File: src/rtl/coletor_pin.sv
// Keypad PIN collector: gathers four digits from single key strobes and issues one
// pinPac_t packet with a one-cycle status strobe; handles clear, short entry and timeout.

package coletor_pin_pkg;

  typedef struct packed {
    logic [3:0] digit4;
    logic [3:0] digit3;
    logic [3:0] digit2;
    logic [3:0] digit1;
    logic       status;
  } pinPac_t;

endpackage

module coletor_pin
  import coletor_pin_pkg::*;
#(
  parameter int unsigned TIMEOUT_CYCLES = 5_000_000
) (
  input  logic       clk,
  input  logic       rst,
  input  logic       enable,
  input  logic       key_valid,
  input  logic [3:0] key_code,
  output pinPac_t    pin_out,
  output logic [2:0] digit_count,
  output logic       entry_error,
  output logic       timeout
);

  localparam int unsigned TmrWidth = $clog2(TIMEOUT_CYCLES) + 1;
  // Expiry is decided when the incremented count would reach TIMEOUT_CYCLES-1.
  localparam logic [TmrWidth-1:0] TmrLast = TmrWidth'(TIMEOUT_CYCLES - 2);

  localparam logic [3:0] KeyClear = 4'hA;
  localparam logic [3:0] KeyEnter = 4'hB;

  typedef enum logic [1:0] {StIdle, StCollect, StDone} state_e;

  state_e              state_q, state_d;
  logic [15:0]         buf_q, buf_d;
  logic [2:0]          count_q, count_d;
  logic [TmrWidth-1:0] tmr_q, tmr_d;
  pinPac_t             pin_q, pin_d;
  logic                err_q, err_d;
  logic                to_q, to_d;

  logic is_digit;
  assign is_digit = (key_code <= 4'd9);

  always_ff @(posedge clk) begin
    if (rst) begin
      state_q <= StIdle;
      buf_q   <= '0;
      count_q <= '0;
      tmr_q   <= '0;
      pin_q   <= '0;
      err_q   <= 1'b0;
      to_q    <= 1'b0;
    end else begin
      state_q <= state_d;
      buf_q   <= buf_d;
      count_q <= count_d;
      tmr_q   <= tmr_d;
      pin_q   <= pin_d;
      err_q   <= err_d;
      to_q    <= to_d;
    end
  end

  always_comb begin
    state_d       = state_q;
    buf_d         = buf_q;
    count_d       = count_q;
    tmr_d         = '0;
    pin_d         = pin_q;
    pin_d.status  = 1'b0;
    err_d         = 1'b0;
    to_d          = 1'b0;

    unique case (state_q)
      StIdle: begin
        // Buffer is already empty here, so clear and enter need no action.
        if (enable && key_valid && is_digit) begin
          buf_d   = {12'h000, key_code};
          count_d = 3'd1;
          state_d = StCollect;
        end
      end

      StCollect: begin
        if (!enable) begin
          buf_d   = '0;
          count_d = '0;
          state_d = StIdle;
        end else if (key_valid) begin
          if (is_digit) begin
            if (count_q < 3'd4) begin
              buf_d   = {buf_q[11:0], key_code};
              count_d = count_q + 3'd1;
            end
          end else if (key_code == KeyClear) begin
            buf_d   = '0;
            count_d = '0;
            state_d = StIdle;
          end else if (key_code == KeyEnter) begin
            if (count_q == 3'd4) begin
              pin_d.digit4 = buf_q[15:12];
              pin_d.digit3 = buf_q[11:8];
              pin_d.digit2 = buf_q[7:4];
              pin_d.digit1 = buf_q[3:0];
              pin_d.status = 1'b1;
              state_d      = StDone;
            end else begin
              err_d   = 1'b1;
              state_d = StIdle;
            end
            buf_d   = '0;
            count_d = '0;
          end
        end else if (tmr_q == TmrLast) begin
          buf_d   = '0;
          count_d = '0;
          to_d    = 1'b1;
          state_d = StIdle;
        end else begin
          tmr_d = tmr_q + TmrWidth'(1);
        end
      end

      StDone: begin
        buf_d   = '0;
        count_d = '0;
        state_d = StIdle;
      end

      default: state_d = StIdle;
    endcase
  end

  assign pin_out     = pin_q;
  assign digit_count = count_q;
  assign entry_error = err_q;
  assign timeout     = to_q;

endmodule

File: config.mk
export PLATFORM = sky130hd
export DESIGN_NAME = coletor_pin
export DESIGN_NICKNAME = d
export VERILOG_FILES = /design/src/rtl/coletor_pin.sv
export SDC_FILE = /design/constraint.sdc
export NUM_CORES = 1
export LEC_CHECK = 0
export CELL_PAD_IN_SITES_DETAIL_PLACEMENT = 0
export CELL_PAD_IN_SITES_GLOBAL_PLACEMENT = 2
export CORE_AREA = 2 2 95 97
export DETAILED_ROUTE_END_ITERATION = 10
export DIE_AREA = 0 0 97 99
export PLACE_DENSITY = 0.79
export SLEW_MARGIN = 20
export SYNTH_ARGS = -nofsm -noshare
export SYNTH_HDL_FRONTEND = slang
export SYNTH_SLANG_ARGS = --single-unit
File: constraint.sdc
create_clock -name clk -period 2.65 [get_ports clk]
set_clock_uncertainty 0.1 [all_clocks]
set_input_delay 0.6625 -clock clk [delete_from_list [all_inputs] [get_ports clk]]
set_output_delay 0.6625 -clock clk [all_outputs]
set_load 0.01 [all_outputs]
* Word level (Yosys, flattened, before mapping) *
Index checks and enable logic that the tools add are counted.

word-level totals
  input port bits = 8
  output and inout bits = 22
  register bits after elaboration = 64
  word-level logic and storage cells = 73

operators by class
  magnitude comparators = 2
  reduce and logical (&&, ||, !) cells = 10
  equal/unequal tests = 12
  bitwise logic cells = 6
  multiplexer cells = 30
  add/subtract/negate cells = 2

operators with widths
  operator               number
  $mux 16                8
  $pmux 16 s3            1
  $add 24x1->24 const B  1
  $eq 24x23->1 const B   1
  $mux 3                 8
  $mux 2                 8
  $ne 5x5->1 const B     2
  $pmux 3 s3             1
  $eq 4x4->1 const B     2
  $ne 4x4->1 const B     2
  $reduce_and 7->1       1
  $reduce_or 7->1        1
  $ne 6x6->1 const B     1
  $not 1->1              6
  $reduce_and 5->1       1
  $reduce_or 5->1        1
  $le 4x4->1 const B     1
  $pmux 2 s2             1
  $reduce_and 4->1       1
  $reduce_or 4->1        1
  $add 3x1->3 const B    1
  $eq 3x3->1 const B     1
  $lt 3x3->1 const B     1
  $mux 1                 3
  other kinds (6)        7

* Logic depth before layout (Yosys ltp) *
Gate-level depths: netlist of the first run.

  depth after elaboration = 8
  mapped depth = 10
  depth with buffers taken out = 7

* Least setup slack after synthesis of the first run *
Ideal clock, no wire load.

  path type = input-to-reg
  from = input key_code[1]
  to = register buf_q[0]
  path slack = 375 ps
  stages on the path = 6
  arrival = 2054 ps
  path buffers = 1
  required time = 2429 ps
  library setup time = 121 ps
  cells stage by stage = o21ai_2 > a31oi_1 > a311o_1 > buf_6 > nor2_1 > mux2_2

between the ends
  cells in the longest elaborated chain, start to end = 6
  elaborated cells between the ends (all ways) = 13
  those cells by class = order compare (1); eq/ne (5); mux (5); reduce/logical (2)

RTL lines
  item                                                line  text
  from (decl)                                         25    input logic [3:0] key_code,
  branches (longest 6 deep; another with $le 4x4->1)  n/a
  to (signal assigned)                                63    buf_q <= buf_d;
  to (decl)                                           42    logic [15:0] buf_q, buf_d;

Several ways; the timed one is not identified.
A chain may end at the register's enable or synchronous reset.

* Worst setup path in the final report of the first run *
  from = input key_code[1]
  to = register buf_q[3]

The elaborated chain is that of the path after synthesis.

==> results by group, run 1 <==
Critical path
  – Worst endpoint data arrival time: 2.50 ns
  – Buf/Inv on CP: 1
  – Largest delay share family, worst path: compound AO/OA/AOI/OAI gates
  – Worst reg-to-reg setup slack: 0.47 ns
  – Startpoint-to-endpoint class of the critical path: input pin to register
  – Peak per-stage delay on the critical path: 0.51 ns
  – Critical Path Start Type: input pin
  – Critical path data required time: 2.83 ns
  – Reg2Reg Depth: 5
  – Critical-path cell with the highest stage delay: sky130_fd_sc_hd__or4b_1
  – Instance count on the critical path: 6
  – Cell breakdown of the critical path: clkdlybuf4s50_1, o21ai_2, a31oi_1, a311o_1, or4b_1, a21oi_1
  – Crit-path max FO: 4
  – Critical path endpoint category: register

Routing
  – Total wire length after detailed routing: 6.36 mm
  – Remaining number of nets flagged by the antenna check after routing: 0
  – Detailed-route via count: 2288
  – Number of DRC markers in iteration 0: 73
  – WL per Instance: 13.3 um
  – Final routed DRC violation total: 0
  – Detailed-router iteration count before antenna repair: 4
  – Vias per Instance: 4.79

Timing
  – Final number of max-transition violations: 0
  – Summed negative setup slack over all endpoints: 0 ns
  – # setup viols final: 0
  – Relative slew slack: 0.520
  – Slew of the pin with the lowest slew margin: 0.712 ns
  – Achievable Freq: 431 MHz
  – Min cycle time layout: 2.32 ns
  – Hold Violations, Final: 0
  – Post-route fraction of the period consumed by the critical path: 0.875
  – RSZ-0062 raised after global routing: false
  – Final worst setup slack: 0.332 ns

Placement
  – Worst slack at placement: -0.0212 ns
  – Number of port buffers: 29
  – Post-detail-place hpwl: 4.54 mm
  – Routability Congestion: 0.874
  – Cell area after placement: 0.00341 mm2

Clock network
  – Number of gates resized after CTS: 0
  – Clock-pin transition on the worst setup and hold timing paths: 0.07 ns
  – CTS root buffer: sky130_fd_sc_hd__clkbuf_8
  – Buffers from clock root to sink, at most: 2
  – Clock tree from TritonCTS: yes
  – Deepest level of the CTS H-tree: 3
  – Hold buffer count at cts: 0
  – Setup fix buffers added after clock tree synthesis: 0
  – Insertion delay of the later-clocked pin in the worst-skew pair: 0.34 ns
  – CTS sink count: 64
  – Number of buffers added by the clock tree synthesis step: 9

Logic synthesis
  – Sequential element share of the synthesized area: 0.440
  – Synthesized area divided by synthesized cell count: 9.18 um2
  – Flop and latch count out of synthesis: 64
  – Combined area of all synthesized cells: 0.00291 mm2
  – Yosys warns: 0
  – Post-Synthesis Net Count: 333
  – Cells after synthesis: 317
  – Number of distinct library cells after synthesis: 45
  – Post-synth top flop: sky130_fd_sc_hd__dfxtp_1
  – Post-synth EDFFs: 0
  – Proportion of register bits with asynchronous set or reset after synthesis: 0

Finish
  – Antenna cells: 0
  – Layout net count: 381
  – Cell area after layout: 0.00360 mm2
  – Fraction of final layout cells with drive strength greater than 1: 0.127
  – Synth-to-layout area growth: 23.8%
  – Count of filler cells inserted in the layout: 850

Floorplan
  – I/O pin count: 30
  – Chip height: 99 um
  – Floorplan die area: 0.00960 mm2
  – Starting utilization of the core area: 0.340
  – Width of the chip: 97 um
  – Total core area: 0.00855 mm2
  – # rows: 34

Global routing
  – Grt total ovfl: 0
  – Antenna violations before repair: 0
  – Maximum number of pins on one net before global-route repair: 25
  – Number of global-route vias before repair: 2248
  – Global-route wire length before repair: 11.1 mm
  – GRT Util Overall: 0.145

Pwr
  – Max VDD drop: 277 uV
  – Reported leakage power: 1.34 nW
  – Power per unit of standard cell area: 581 mW/mm2

Worst hold path
  – Hold Path Stages: 2
  – Worst hold path class: register to register

Outcome
  – Result of the run: completed

Run
  – # Max-Cap Violations: 0
path summary, 6_finish.rpt:
path | start | end
setup reg to reg | tmr_q[19]$_SDFF_PP0_ | buf_q[12]$_SDFFE_PP0P_
hold / removal | buf_q[5]$_SDFFE_PP0P_ | buf_q[9]$_SDFFE_PP0P_
setup / recovery | key_code[1] | buf_q[3]$_SDFFE_PP0P_
hold reg to reg | buf_q[5]$_SDFFE_PP0P_ | buf_q[9]$_SDFFE_PP0P_
metrics by stage:
step	util	power, mW	hold WS (ns)	std cells
2_1_floorplan	-	1.18	0.347	317
3_3_place_gp	0.399	1.29	0.366	462
3_5_place_dp	0.399	1.29	0.375	462
4_1_cts	0.421	2.13	0.389	478
5_1_grt	0.421	2.21	0.406	478
6_report	0.421	2.09	0.383	478
cells in the final DEF (no fill, tap or decap), types with 9 or more instances in the layout:
cell,netlist,layout
sky130_fd_sc_hd__buf_4,0,22
sky130_fd_sc_hd__dfxtp_1,64,64
sky130_fd_sc_hd__xnor2_1,18,18
sky130_fd_sc_hd__nand3_1,13,13
sky130_fd_sc_hd__nand2_1,18,18
sky130_fd_sc_hd__clkdlybuf4s50_1,0,29
sky130_fd_sc_hd__nor2b_1,9,9
sky130_fd_sc_hd__mux2i_1,24,24
sky130_fd_sc_hd__nor2_1,53,53
sky130_fd_sc_hd__nor3_1,9,9
sky130_fd_sc_hd__inv_1,10,10
sky130_fd_sc_hd__clkbuf_8,2,9
sky130_fd_sc_hd__nand2b_1,10,10
Yosys cell counts, types with 2 or more instances:
cell,count,area [um2]
sky130_fd_sc_hd__nor4b_1,3,26.3
sky130_fd_sc_hd__o41ai_1,4,35.0
sky130_fd_sc_hd__buf_6,4,45.0
sky130_fd_sc_hd__mux2i_1,24,240
sky130_fd_sc_hd__nor3_1,9,45.0
sky130_fd_sc_hd__and3_1,5,31.3
sky130_fd_sc_hd__nand3_1,13,65.1
sky130_fd_sc_hd__nand3b_1,2,15.0
sky130_fd_sc_hd__clkbuf_8,2,27.5
sky130_fd_sc_hd__nand4_1,5,31.3
sky130_fd_sc_hd__nor2b_1,9,56.3
sky130_fd_sc_hd__dfxtp_1,64,1280
sky130_fd_sc_hd__ha_1,8,100
sky130_fd_sc_hd__inv_1,10,37.5
sky130_fd_sc_hd__o21ai_0,8,40.0
sky130_fd_sc_hd__nor3b_1,2,15.0
sky130_fd_sc_hd__mux2_2,3,33.8
sky130_fd_sc_hd__xnor2_1,18,158
sky130_fd_sc_hd__nor4_1,2,12.5
sky130_fd_sc_hd__a311o_1,2,20.0
sky130_fd_sc_hd__xor2_1,4,35.0
sky130_fd_sc_hd__a21oi_1,5,25.0
sky130_fd_sc_hd__nand2b_1,10,62.6
sky130_fd_sc_hd__or2_2,2,12.5
sky130_fd_sc_hd__a31oi_1,2,12.5
sky130_fd_sc_hd__nand2_1,18,67.6
sky130_fd_sc_hd__nor2_1,53,199
sky130_fd_sc_hd__clkbuf_1,7,26.3
sky130_fd_sc_hd__o31ai_1,2,15.0
sky130_fd_sc_hd__o21a_1,2,15.0
registers in the layout (all words and copies together), names as in the netlist:
| name | count |
|---|---|
| tmr_q | 24 |
| entry_error | 1 |
| digit_count | 3 |
| buf_q | 16 |
| timeout | 1 |
| pin_out | 17 |
| state_q | 2 |
power breakdown:
part	switching (mW)	internal (mW)	total (mW)
registers	0.0157	0.980	0.995
logic	0.138	0.130	0.269
clock network	0.397	0.433	0.830
total	0.551	1.54	2.09
metal layers:
layer / part of all wire / global-route usage / wire length [um]
met1: 0.50 / 0.190 / 3150
met2: 0.44 / 0.219 / 2820
met5: 0 / 0 / 0
met4: 0.015 / 0.0715 / 93
met3: 0.046 / 0.0411 / 292
cells by family after synthesis:
family / count (synthesis) / synth area share
flops: 64 / 0.440
fa+ha+maj: 8 / 0.0344
mux: 27 / 0.0942
buf+inv: 25 / 0.0516
xor+xnor: 22 / 0.0662
simple gates: 139 / 0.237
compound gates: 32 / 0.0761
layout make-up:
cell class | count | area [um2] | area share
Tap cell | 108 | 135 | 0.0375
Clock buffer | 9 | 124 | 0.0344
Inverter | 10 | 37.5 | 0.0104
Multi-Input combinational cell | 228 | 1480 | 0.410
Sequential cell | 64 | 1280 | 0.356
Timing Repair Buffer | 52 | 475 | 0.132
Clock inverter | 7 | 71.3 | 0.0198
worst register-to-register path: stages (launching register included):
cell,delay [ns]
sky130_fd_sc_hd__dfxtp_1,0.38
sky130_fd_sc_hd__nor4bb_1,0.39
sky130_fd_sc_hd__nand4_1,0.21
sky130_fd_sc_hd__o21ai_0,0.61
sky130_fd_sc_hd__a21oi_1,0.14
sky130_fd_sc_hd__a31o_2,0.24
Note: power is estimated with default switching activity, not from simulation.
==> run 2, diff against run 1 <==
--- a/config.mk
+++ b/config.mk
@@ -7,10 +7,10 @@
 export LEC_CHECK = 0
 export CELL_PAD_IN_SITES_DETAIL_PLACEMENT = 0
 export CELL_PAD_IN_SITES_GLOBAL_PLACEMENT = 2
-export CORE_AREA = 2 2 95 97
+export CORE_AREA = 2 2 91 93
 export DETAILED_ROUTE_END_ITERATION = 10
-export DIE_AREA = 0 0 97 99
-export PLACE_DENSITY = 0.79
+export DIE_AREA = 0 0 93 95
+export PLACE_DENSITY = 0.85
 export SLEW_MARGIN = 20
 export SYNTH_ARGS = -nofsm -noshare
 export SYNTH_HDL_FRONTEND = slang
==> constraint.sdc (replaced) <==
create_clock -name clk -period 2.7 [get_ports clk]
set_clock_uncertainty 0.1 [all_clocks]
set_input_delay 0.675 -clock clk [delete_from_list [all_inputs] [get_ports clk]]
set_output_delay 0.675 -clock clk [all_outputs]
set_load 0.01 [all_outputs]
==> run 2 against run 1 <==
Setup slack improved by 0.0057 ns. Global-route usage rose by 1.2 points. Via count rose by 0.87%. Clock power fell by 0.7%. Die area fell by 8.0%. Register-to-register slack improved by 0.05 ns. First-iteration DRC count rose by 36%. Combinational power fell by 4%. Largest cell class unchanged. Largest power group unchanged. Core utilization rose by 3.3 points.
==> results by group, run 2 (synthesis results as in run 1) <==
Outcome
  – Result of the run: completed

Placement
  – Routability Congestion: 0.861 (-1.5%)
  – Number of port buffers: 29 (unchanged)
  – Placed cells: 458 (-0.87%)
  – Cell area after placement: 0.00341 mm2 (about the same)
  – Worst slack at placement: -0.0101 ns (+0.0111 ns)
  – Post-detail-place hpwl: 4.40 mm (-3.2%)

Finish
  – Most common library cell in the layout ignoring fill and taps: sky130_fd_sc_hd__dfxtp_1
  – Storage element area: 0.00128 mm2 (unchanged)
  – Fraction of final layout cells with drive strength greater than 1: 0.125 (-0.00237)
  – Largest register by flop count: tmr_q
  – Leading cell types in the layout, fill and taps excluded: 64 x sky130_fd_sc_hd__dfxtp_1, 53 x sky130_fd_sc_hd__nor2_1, 29 x sky130_fd_sc_hd__clkdlybuf4s50_1
  – Final std cells w/o fill: 474 (-0.84%)
  – Synth-to-layout area growth: 23.9% (about the same)
  – Antenna cells: 0 (unchanged)
  – Count of filler cells inserted in the layout: 802 (-5.6%)
  – Multi-input logic area: 0.00148 mm2 (unchanged)
  – Cell area after layout: 0.00360 mm2 (about the same)
  – Flip-flop count of the largest register after layout: 24 (unchanged)
  – Layout net count: 380 (-0.26%)

Routing
  – Final routed DRC violation total: 0 (unchanged)
  – Top layer in use: met4
  – Wl on met1: 3.18 mm (+0.79%)
  – WL per Instance: 13.2 um (-0.68%)
  – Total wire length after detailed routing: 6.26 mm (-1.5%)
  – Met3 Wirelength: 233 um (-20%)
  – Number of DRC markers in iteration 0: 99 (+36%)
  – Detailed-router iteration count before antenna repair: 4 (unchanged)
  – Vias per Instance: 4.87 (+1.7%)
  – Met2 WL post-DR: 2.75 mm (-2.5%)
  – Detailed-route via count: 2308 (+0.87%)
  – Remaining number of nets flagged by the antenna check after routing: 0 (unchanged)

Pwr
  – Net switching power: 548 uW (-0.55%)
  – Max VDD drop: 264 uV (-4.7%)
  – Power per unit of standard cell area: 571 mW/mm2 (-1.7%)
  – Switching Fraction: 0.266 (+0.00299)
  – Clock Power Share: 0.400 (+0.003)
  – Reported leakage power: 1.34 nW (about the same)
  – Combinational Power Share: 0.125 (-0.003)
  – Total internal power: 1.51 mW (-2.1%)
  – Reg power frac: 0.475 (about the same)

Clock network
  – Clock tree from TritonCTS: yes
  – Insertion delay of the later-clocked pin in the worst-skew pair: 0.34 ns (about the same)
  – CTS root buffer: sky130_fd_sc_hd__clkbuf_8
  – Number of gates resized after CTS: 0 (unchanged)
  – CTS sink count: 64 (unchanged)
  – Hold buffer count at cts: 0 (unchanged)
  – Clock-pin transition on the worst setup and hold timing paths: 0.08 ns (about the same)
  – Buffers from clock root to sink, at most: 2 (unchanged)
  – Deepest level of the CTS H-tree: 3 (unchanged)
  – Number of buffers added by the clock tree synthesis step: 9 (unchanged)
  – Setup fix buffers added after clock tree synthesis: 0 (unchanged)

Timing
  – Slew of the pin with the lowest slew margin: 0.651 ns (-0.0617 ns)
  – Post-route fraction of the period consumed by the critical path: 0.875
  – Final number of max-transition violations: 0 (unchanged)
  – Final worst setup slack: 0.338 ns (+0.00571 ns)
  – # setup viols final: 0 (unchanged)
  – Summed negative setup slack over all endpoints: 0 ns (unchanged)
  – Achievable Freq: 423 MHz
  – RSZ-0062 raised after global routing: false
  – Relative slew slack: 0.562 (+0.0416)
  – Min cycle time layout: 2.36 ns
  – Hold Violations, Final: 0 (unchanged)

Critical path
  – Peak per-stage delay on the critical path: 0.44 ns (-0.07 ns)
  – Critical path data required time: 2.83 ns (about the same)
  – Cell breakdown of the critical path: clkdlybuf4s50_1, o21ai_2, a31oi_1, a311o_1, nor2_1, buf_4, mux2_2
  – Worst endpoint data arrival time: 2.49 ns (about the same)
  – Critical-path cell with the highest stage delay: sky130_fd_sc_hd__clkdlybuf4s50_1
  – Reg2Reg Depth: 5 (unchanged)
  – Critical Path Start Type: input pin
  – Start of the worst register-to-register path: tmr_q[19]$_SDFF_PP0_
  – Worst reg-to-reg setup slack: 0.52 ns (+0.05 ns)
  – Crit-path max FO: 5 (+1)
  – Critical path endpoint category: register
  – Startpoint-to-endpoint class of the critical path: input pin to register
  – Capture instance of the worst register-to-register path: digit_count[0]$_SDFFE_PP0P_
  – Startpoint of the worst setup timing path: key_code[1]

Worst hold path
  – Hold Path Stages: 2 (unchanged)
  – Worst Hold Launch: buf_q[7]$_SDFFE_PP0P_
  – Worst hold path class: register to register
  – WHS Endpoint: buf_q[11]$_SDFFE_PP0P_

Floorplan
  – Chip height: 95 um (-4.0%)
  – Total core area: 0.00793 mm2 (-7.3%)
  – Width of the chip: 93 um (-4.1%)
  – # rows: 33 (-2.9%)
  – I/O pin count: 30 (unchanged)
  – Starting utilization of the core area: 0.367 (+0.0268)
  – Floorplan die area: 0.00884 mm2 (-8.0%)

Global routing
  – Maximum number of pins on one net before global-route repair: 47 (+88%)
  – Number of global-route vias before repair: 2193 (-2.4%)
  – Antenna violations before repair: 0 (unchanged)
  – Grt total ovfl: 0 (unchanged)
  – Global-route wire length before repair: 10.8 mm (-2.2%)
  – GRT Util Overall: 0.157 (+0.0119)

Run
  – # Max-Cap Violations: 0 (unchanged)
run 2: power by group through the flow:
stage / clock network [mW] / registers, mW / logic (mW)
5_1_grt: 0.901 / 0.982 / 0.284
3_3_place_gp: 0 / 1.00 / 0.257
6_report: 0.824 / 0.978 / 0.258
3_5_place_dp: 0 / 0.999 / 0.258
4_1_cts: 0.853 / 0.978 / 0.258
2_1_floorplan: 0 / 0.995 / 0.167
run 2: final cells by class:
cell class | count | area share
Clock buffer | 9 | 0.0344
Clock inverter | 7 | 0.0198
Inverter | 10 | 0.0104
Multi-Input combinational cell | 228 | 0.410
Sequential cell | 64 | 0.355
Tap cell | 105 | 0.0364
Timing Repair Buffer | 51 | 0.133
run 2: layer usage:
metal	GRT usage	vias up
met2	0.232	36
met3	0.0479	10
met1	0.215	1077
li1	-	1185
met4	0.0576	0
met5	0	-
run 2: worst max-delay path by stage:
stage / to / cells after the start
global placement: buf_q[1]$_SDFFE_PP0P_ / 7
detailed placement: buf_q[1]$_SDFFE_PP0P_ / 7
CTS: buf_q[10]$_SDFFE_PP0P_ / 8
finish: buf_q[1]$_SDFFE_PP0P_ / 7
floorplan: buf_q[0]$_SDFFE_PP0P_ / 6
global route: buf_q[10]$_SDFFE_PP0P_ / 8
run 2: critical path: cells and delay by family:
kind            cells  cell delay (ns)
compound gates      3             0.75
buf+inv             2             0.60
simple gates        1             0.14
mux                 1             0.33
run 2: per-stage QoR:
stage / hold slack (ns) / util / total power, mW
6_report: 0.377 / 0.455 / 2.06
3_3_place_gp: 0.363 / 0.430 / 1.26
5_1_grt: 0.419 / 0.455 / 2.17
3_5_place_dp: 0.379 / 0.430 / 1.26
2_1_floorplan: 0.347 / - / 1.16
4_1_cts: 0.380 / 0.455 / 2.09
==> edit: new RTL, config.mk and constraints of run 2 <==
Make the reset (`rst`) asynchronous in one clocked block.
--- a/src/rtl/coletor_pin.sv
+++ b/src/rtl/coletor_pin.sv
@@ -51,3 +51,3 @@
 
-  always_ff @(posedge clk) begin
+  always_ff @(posedge clk or posedge rst) begin
     if (rst) begin
Function: differs if rst is asserted again (counterexample within 4 cycles, from zero or initial values and one cycle with rst high); with rst held inactive, the same outputs for 4 cycles.
==> edit against run 2 <==
  * Count of clock-buffer cells in the layout is the same
  * Final cell count shrank 9.9%
  * Cell area grew 2.2%
  * Critical path type unchanged
  * Routed wire length shrank 9.3%
  * Synthesized area grew 2.5%
  * Setup slack gained 0.18 ns
  * Via count shrank 13%
  * Sequential cell count is the same
  * Highest routed layer unchanged
Power is not compared: it rests on default switching activity, and its combinational part moved more than twofold at a synthesized area within 25%.
==> edit: results (changes against run 2) <==
Yosys
  – Post-Syn Nets: 290 (-13%)
  – Top post-synthesis cells by area: dfrtp_1, mux2_2, mux2i_1, xnor2_1, nand2_1
  – Synth cell count leaders: dfrtp_1, nand2_1, nor2_1, inv_1, mux2_2
  – Async S/R FF share, synth: 100% (+100 points)
  – Cell variety after synth: 33 (-27%)
  – Register area share after synthesis: 53.7% (+9.7 points)
  – Ys flop type: dfrtp_1
  – Avg Synthesized Cell Area: 10.8 µm² (+18%)

Placement
  – Post-DP HPWL: 3.86 mm (-12%)
  – Placed Instances: 411 (-10%)
  – Final GP Congestion: 0.808 (-6.1%)
  – Area post-placement: 0.00346 mm² (+1.6%)
  – Pre-CTS setup slack: 0.188 ns (+0.199 ns)

Timing
  – Hold Slack: 0.381 ns (+0.00322 ns)
  – Worst Tran Pin Value: 0.585 ns (-0.0658 ns)

Setup path
  – Reg2reg start: tmr_q[20]$_DFF_PP0_
  – Critical Path Fanout Max: 18 (+13)
  – Setup slack, reg-to-reg: 0.66 ns (+0.14 ns)
  – Crit path largest cell delay: 0.54 ns (+0.10 ns)
  – Top delay family on crit path: buffers and inverters
  – WP data arrival: 2.31 ns (-0.18 ns)
  – Worst r2r dst: buf_q[8]$_DFFE_PP0P_

Cells and area
  – Share of cells above drive strength 1: 14.6% (+2.1 points)
  – Final std cells w/o fill: 427 (-9.9%)
  – Fillers: 752 (-6.2%)
  – NumNets Final: 332 (-13%)

Worst hold path
  – Hold Crit Depth: 1 (-1)
  – Critical hold path startpoint: tmr_q[0]$_DFF_PP0_

Detailed routing
  – 1st-iter DRT viols: 63 (-36%)
  – Vias post-DR: 2008 (-13%)
  – WL final: 5.68 mm (-9.3%)

Global routing
  – Gr usage total: 14.4% (-1.2 points)
  – First-pass GRT wire length: 9.76 mm (-9.8%)
  – Largest net degree at the start of global routing: 40 (-15%)
  – Vias in the first global route: 1973 (-10%)
  – Antenna violations before repair: 0 (unchanged)

Power
  – Peak VDD IR: 0.000289 V
  – Sw power: 698 µW

Clock tree
  – Post-CTS setup buffer count: 0 (unchanged)

Status
  – Status: completed
edit: cell types whose count changed in the layout (fill, tap and decap cells not counted), sizes merged, moves of 4 or more:
cell,delta
dfrtp,+64
dfxtp,-64
nor2,-24
inv,+15
mux2,+15
buf,-14
nand2,+14
nand2b,-10
nor2b,-9
mux2i,-7
nand4,-5
o41ai,-4
edit: worst max path at each step:
stage | slack, ns | start | to
after detailed placement | 0.19 | key_valid | pin_out[16]$_DFFE_PP0P_
final | 0.52 | key_code[3] | pin_out[16]$_DFFE_PP0P_
after floorplan | 0.33 | rst | buf_q[0]$_DFFE_PP0P_
after global routing | 0.45 | digit_count[2]$_DFFE_PP0P_ | digit_count[2]
after CTS | 0.48 | digit_count[2]$_DFFE_PP0P_ | digit_count[2]
after global placement | 0.19 | key_code[3] | pin_out[6]$_DFFE_PP0P_
edit: per-layer routing:
metal | wire, µm | vias to the layer above | GRT usage, %
met5 | 0 | - | 0
met4 | 108 | 0 | 6.62
met3 | 205 | 10 | 4.55
met2 | 2700 | 29 | 23.0
met1 | 2670 | 973 | 18.0
li1 | - | 996 | -
edit: layout make-up:
type / instances / area, µm² / share of cell area (%)
clock buffers: 9 / 124 / 3.36
clock inverters: 7 / 96.3 / 2.62
inverters: 26 / 97.6 / 2.65
multi-input cells: 179 / 1230 / 33.5
flip-flops and latches: 64 / 1600 / 43.5
well taps: 105 / 131 / 3.57
repair buffers: 37 / 400 / 10.9
edit: logic make-up (layout without fill, tap and decap cells):
family | count (synthesis) | after routing | share of synthesized area (%)
buffers and inverters | 32 | 79 | 4.99
multiplexers | 35 | 35 | 12.5
AND/OR/NAND/NOR | 102 | 102 | 16.5
AO/OA/AOI/OAI | 14 | 14 | 3.23
flip-flops | 64 | 64 | 53.7
XOR/XNOR | 21 | 21 | 6.17
adder cells (fa/ha/maj) | 7 | 7 | 2.94
edit: worst reg2reg max path: cells and delay by family, from the launching register on:
kind / cells / cell delay [ns]
AOI/OAI and AO/OA: 1 / 0.21
and+or+nand+nor: 3 / 0.85
DFF: 1 / 0.43
muxes: 1 / 0.20
buffers and inverters: 1 / 0.17
edit: power by group through the flow:
stage,combinational (mW),clock (mW),sequential (mW)
floorplan,0.407,0,1.07
global placement,0.526,0,1.08
detailed placement,0.523,0,1.08
CTS,0.527,0.937,1.06
global route,0.577,0.984,1.07
finish,0.518,0.912,1.06
